==> src/rtl/flag_gen_pkg.sv <==
// Shared definitions for the multi-cycle compare/flag generator and the branch unit
// that decodes its {v, c, n, z} flag vector.
package flag_gen_pkg;

   typedef enum logic [1:0] {
      IDLE = 2'd0,
      CALC = 2'd1,
      DONE = 2'd2
   } state_e;

   localparam int FLAG_V = 3;
   localparam int FLAG_C = 2;
   localparam int FLAG_N = 1;
   localparam int FLAG_Z = 0;

   // Counter width that stays legal when there is only one chunk
   function automatic int cnt_w(input int n);
      return (n > 1) ? $clog2(n) : 1;
   endfunction

endpackage

==> src/rtl/flag_gen_chunk_add.sv <==
// One CHUNK-bit slice of the serial subtractor: plain add with carry in/out,
// plus a zero detect on the slice sum for the running z accumulator.
module flag_gen_chunk_add #(
   parameter int CHUNK = 8
) (
   input  logic [CHUNK-1:0] a,
   input  logic [CHUNK-1:0] b,
   input  logic             cin,
   output logic [CHUNK-1:0] sum,
   output logic             cout,
   output logic             zero
);

   assign {cout, sum} = {1'b0, a} + {1'b0, b} + {{CHUNK{1'b0}}, cin};
   assign zero        = (sum == '0);

endmodule

==> src/rtl/flag_gen.sv <==
// Serial A-B flag generator: one CHUNK per cycle, LSB first, then holds {v,c,n,z}
// and the result until consumed. Define FLAG_GEN_FLUSH_EN to add the flush port.
module flag_gen
   import flag_gen_pkg::*;
#(
   parameter int WIDTH = 32,
   parameter int CHUNK = 8
) (
   input  logic             clk,
   input  logic             reset,
`ifdef FLAG_GEN_FLUSH_EN
   input  logic             flush,
`endif
   input  logic             in_valid,
   output logic             in_ready,
   input  logic [WIDTH-1:0] A,
   input  logic [WIDTH-1:0] B,
   output logic             out_valid,
   input  logic             out_ready,
   output logic [3:0]       Flags,
   output logic [WIDTH-1:0] result
);

   localparam int NCH = WIDTH / CHUNK;
   localparam int CW  = cnt_w(NCH);
   localparam logic [CW-1:0] LAST = CW'(NCH - 1);

   localparam logic [1:0] ST_IDLE = IDLE;
   localparam logic [1:0] ST_CALC = CALC;
   localparam logic [1:0] ST_DONE = DONE;

   logic [1:0]       state;
   logic [CW-1:0]    count;
   logic             carry, zacc, kill;
   logic [WIDTH-1:0] a_q, b_q;
   logic [CHUNK-1:0] a_ch, b_ch, sum;
   logic             cout, ch_zero;

   // Subtraction as A + ~B + 1: the initial carry of 1 supplies the +1
   assign a_ch = a_q[count*CHUNK +: CHUNK];
   assign b_ch = ~b_q[count*CHUNK +: CHUNK];

   flag_gen_chunk_add #(.CHUNK(CHUNK)) u_add (
      .a    (a_ch),
      .b    (b_ch),
      .cin  (carry),
      .sum  (sum),
      .cout (cout),
      .zero (ch_zero)
   );

`ifdef FLAG_GEN_FLUSH_EN
   assign kill = flush & (state != ST_IDLE);
`else
   assign kill = 1'b0;
`endif

   assign in_ready  = (state == ST_IDLE);
   assign out_valid = (state == ST_DONE);

   always_ff @(posedge clk or posedge reset) begin
      if (reset) begin
         state  <= ST_IDLE;
         count  <= '0;
         carry  <= 1'b0;
         zacc   <= 1'b0;
         a_q    <= '0;
         b_q    <= '0;
         Flags  <= 4'b0000;
         result <= '0;
      end else if (kill) begin
         state  <= ST_IDLE;
         count  <= '0;
         Flags  <= 4'b0000;
         result <= '0;
      end else begin
         case (state)
            ST_IDLE: if (in_valid) begin
               a_q   <= A;
               b_q   <= B;
               count <= '0;
               carry <= 1'b1;
               zacc  <= 1'b1;
               state <= ST_CALC;
            end
            ST_CALC: begin
               result[count*CHUNK +: CHUNK] <= sum;
               carry <= cout;
               zacc  <= zacc & ch_zero;
               // Top chunk carries the sign, so the flags resolve on this edge
               if (count == LAST) begin
                  state         <= ST_DONE;
                  Flags[FLAG_C] <= cout;
                  Flags[FLAG_N] <= sum[CHUNK-1];
                  Flags[FLAG_Z] <= zacc & ch_zero;
                  Flags[FLAG_V] <= (a_q[WIDTH-1] ^ b_q[WIDTH-1]) & (sum[CHUNK-1] ^ a_q[WIDTH-1]);
               end else begin
                  count <= count + 1'b1;
               end
            end
            ST_DONE: if (out_ready) state <= ST_IDLE;
            default: state <= ST_IDLE;
         endcase
      end
   end

endmodule

==> config.mk <==
export PLATFORM = sky130hd
export DESIGN_NAME = flag_gen
export DESIGN_NICKNAME = d
export VERILOG_FILES = /design/src/rtl/flag_gen_pkg.sv /design/src/rtl/flag_gen_chunk_add.sv /design/src/rtl/flag_gen.sv
export SDC_FILE = /design/constraint.sdc
export NUM_CORES = 1
export LEC_CHECK = 0
export ABC_AREA = 1
export CELL_PAD_IN_SITES_DETAIL_PLACEMENT = 2
export CELL_PAD_IN_SITES_GLOBAL_PLACEMENT = 2
export CORE_MARGIN = 2
export CORE_UTILIZATION = 29
export CTS_BUF_LIST = sky130_fd_sc_hd__clkbuf_4 sky130_fd_sc_hd__clkbuf_8 sky130_fd_sc_hd__clkbuf_16
export CTS_CLUSTER_DIAMETER = 120
export CTS_CLUSTER_SIZE = 10
export DETAILED_ROUTE_END_ITERATION = 8
export PLACE_DENSITY = 0.85
export SYNTH_ARGS = -nofsm -noshare
export SYNTH_HDL_FRONTEND = slang
export SYNTH_SLANG_ARGS = --single-unit
export TNS_END_PERCENT = 20
==> constraint.sdc <==
create_clock -name clk -period 3.8 [get_ports clk]
set_clock_uncertainty 0.15 [all_clocks]
set_input_delay 0.57 -clock clk [delete_from_list [all_inputs] [get_ports clk]]
set_output_delay 0.57 -clock clk [all_outputs]
set_load 0.05 [all_outputs]
==> impl_results.md <==
* Status: completed
* Layout cells sized above 1 at 5.108%
* Die Wd at roughly 140 um
* VDD IR max at 0.4631 mV
* DRC at 0
* # diodes at 0
* Layout Utilization at between 30% and 40%
* Sequential share of the synthesized area at between 50% and 60%
* Max stage delay cell, worst path: buf_4
* Hold Crit Class: reg2reg
* Placer Congestion at approximately 0.8
* Post-CTS Hold Fix Bufs at 0
* Max Cap Violations at 0
* Busiest grt layer: met2
* WHS at 329.4 ps
* P&R area growth vs syn at 32.03%
* FF+latch count, synth at ~110
* CTS buffer count at 9
* Setup Fix Bufs, Post-CTS at 0
* Grt met3 use at between 3 and 4%
* # IOs at approximately 110
* Grt ovf at 0
* RSZ-0062 raised after global routing: false
* Critical Path, Cell by Cell: buf_4, o21ai_0, nor2_1, a21oi_1, fa_1, fa_1, inv_1, nand2_1, nand2_1, nand3_1, nand2_1, nand3_1, nor2_1, nand3_1, nand2_1
* CTS clk-pin slew, worst paths at about 70 ps
* Core area at around 17000 sq um
* Post-Syn Area per Cell at 7.916 sq um
* CTS tree: yes
* Vias in the first global route at 5254
* Mapped Area at ~5100 sq um
* Vert. Die Dim at 136.2 um
* Clock sink total at around 110
* Dpl hpwl at about 13000 um
* Vias/cell at roughly 4.8
* Top FF cell, synth: dfrtp_1
* Compound-Gate Fraction of Synth Area at 10.22%
* Mux cell area share after synthesis at 0%
* Most common cell type on the critical path: nand2_1
* Clk_lat worst skew at approximately 360 ps
* Main combinational cell family by area after synthesis: simple AND/OR/NAND/NOR gates
* Initial core utilization at between 20% and 30%
* Syn Inst Count at 640
* Total GRT Usage at about a fifth
* WL final at 16990 um
* Internal at roughly 3.5 mW
* Slew @ Worst Pin at 605.6 ps
* Worst Path Arrival at ~3400 ps
* Max_slew headroom at approximately three fifths
* CP Capture Type: flip-flop
* Synth warnings at 0
* Slowest stage delay, CP at between 400 and 500 ps
* Psw at about 3.8 mW
* Clk pwr share at between 10 and 15%
* Final TNS setup at 0 ps
* Xor/xnor cell area share of the yosys netlist at 0%
* Simple-gate portion of the synthesized area at 27.44%
* PD cells at ~1100 nW/um^2
* Final slew viol count at 0
* Async S/R FF share, synth at 100.0%
* Net Count, Synth at approximately 720
* Largest net degree at the start of global routing at 60
* Detail Route Antenna Nets at 0
* Gate power share at just under 60%
* Adder-cell share of the synthesized area at between 4 and 5%
* Post-DR wirelength/cell at approximately 18 um
* Via count at ~4700
* Hold Path Stages at 2
* Port buffer count at 105
* DR iter-0 viols at ~200
* Row Count at 48
* Min cycle time layout at about 3300 ps
* Final nets at 822
* Crit path launch type: flip-flop
* Sequential share of power at 26.3%
* Setup Viol. Count Final at 0
* Initial antenna violation count at 0
* H-tree lvl count at 3
* First-pass DRT Iterations at 4
* CP Max Fanout at between 50 and 60
* Root Driver: clkbuf_16
* Fmax at around 300 MHz
* Leakage at between 3 and 4 nW
* First-pass GRT wire length at 27990 um
* M2 GR Usage at approximately 36%
* Maximum clock path buffer count at 2
* Crit Path Class: reg2reg
* Final worst-path cycle share at just under 90%
* Net Sw Frac at 51.68%
* Yosys cell types at 27
* Layout fillers at roughly 2000
* Final Hold Vio Count at 0
* EDFF count, synth at 0
* Req. time, crit path at around 4000 ps
* Post-cts resize count at 0
* Die Area at 18540 sq um
* Cells on worst reg2reg path at 15
* Met1 Use GR at 23.74%
critical path, delay by kind of cell (launching register included):
family / cells / cell delay [ps]
buffers and inverters: 2 / 600
and+or+nand+nor: 9 / 980
DFF: 1 / 350
AOI/OAI and AO/OA: 2 / 260
adders and majority gates: 2 / 860
synthesized netlist by cell type, drive strengths merged, types with 3 or more instances:
master / instances / area share (%)
nand2: 277 / 21
nor3: 3 / 0.52
clkbuf: 10 / 0.74
o21ai: 64 / 6.3
buf: 15 / 1.5
a22o: 3 / 0.52
nor2: 46 / 3.7
nand4: 4 / 0.49
o22ai: 7 / 0.86
inv: 50 / 3.7
dfrtp: 106 / 52
a21oi: 13 / 1.3
o31ai: 4 / 0.89
nand3: 18 / 1.8
ha: 13 / 3.2
per-layer routing:
metal  share of wire [%]  wire length (um)
met5                   0                 0
met4                 1.8               314
met3                 3.1               523
met2                  53              8978
met1                  42              7172
kinds of logic after synthesis:
logic type / after synthesis
AND/OR/NAND/NOR: 350
flip-flops: 106
AO/OA/AOI/OAI: 93
buffers and inverters: 76
adder cells (fa/ha/maj): 15
worst paths after layout:
path / from / endpoint / slack, ps
worst max-delay path: count[0]$_DFFE_PP0P_ / Flags[0]$_DFFE_PP0P_ / 500
worst min-delay path: b_q[18]$_DFFE_PP0P_ / b_q[18]$_DFFE_PP0P_ / 330
worst max register to register: count[0]$_DFFE_PP0P_ / Flags[0]$_DFFE_PP0P_ / 500
worst min register to register: b_q[18]$_DFFE_PP0P_ / b_q[18]$_DFFE_PP0P_ / 330
max in group asynchronous: reset / b_q[24]$_DFFE_PP0P_ / 2280
min in group asynchronous: reset / result[15]$_DFFE_PP0P_ / 500
sequential cells by signal, indices dropped and copies added, names as in the netlist:
name,count
a_q,32
b_q,32
result,32
Flags,4
count,2
state,2
carry,1
zacc,1
through the flow:
step	instance area, sq um	worst slack [ps]	instances	power (mW)
2_1_floorplan	5066	291.1	640	4.747
4_1_cts	6689	523.6	969	7.358
3_5_place_dp	6365	560.0	953	6.242
6_report	6689	501.5	969	7.278
5_1_grt	6689	148.8	969	7.927
3_3_place_gp	6365	770.9	953	5.928
layout make-up:
cell class,instances,area [sq um],share of cell area [%]
inverters,51,193.9,2.899
clock buffers,12,247.7,3.704
flip-flops and latches,106,2653,39.66
multi-input cells,458,2113,31.59
clock inverters,4,76.32,1.141
repair buffers,113,1124,16.80
well taps,225,281.5,4.209
power groups by stage:
stage	clock network [mW]	logic, mW	registers [mW]
after floorplan	0	2.51	2.24
after global placement	0	4.03	1.90
after detailed placement	0	4.31	1.93
after CTS	1.05	4.39	1.92
after global routing	1.09	4.86	1.97
final	1.03	4.34	1.91
placed cells by master (no fill, tap or decap), types with 4 or more instances in the layout:
cell             netlist  layout
dfrtp_1              106     106
clkdlybuf4s50_1        0     105
o22ai_1                7       7
ha_1                  13      13
o21ai_1               16      16
inv_2                  6       6
o21ai_0               48      48
buf_4                  0       7
nor2_1                45      45
nand2_1              276     275
a21oi_1               13      13
nand4_1                4       4
nand3_1               18      18
inv_1                 44      43
clkbuf_16              0       9
No activity file was read; power rests on OpenSTA's default activity.
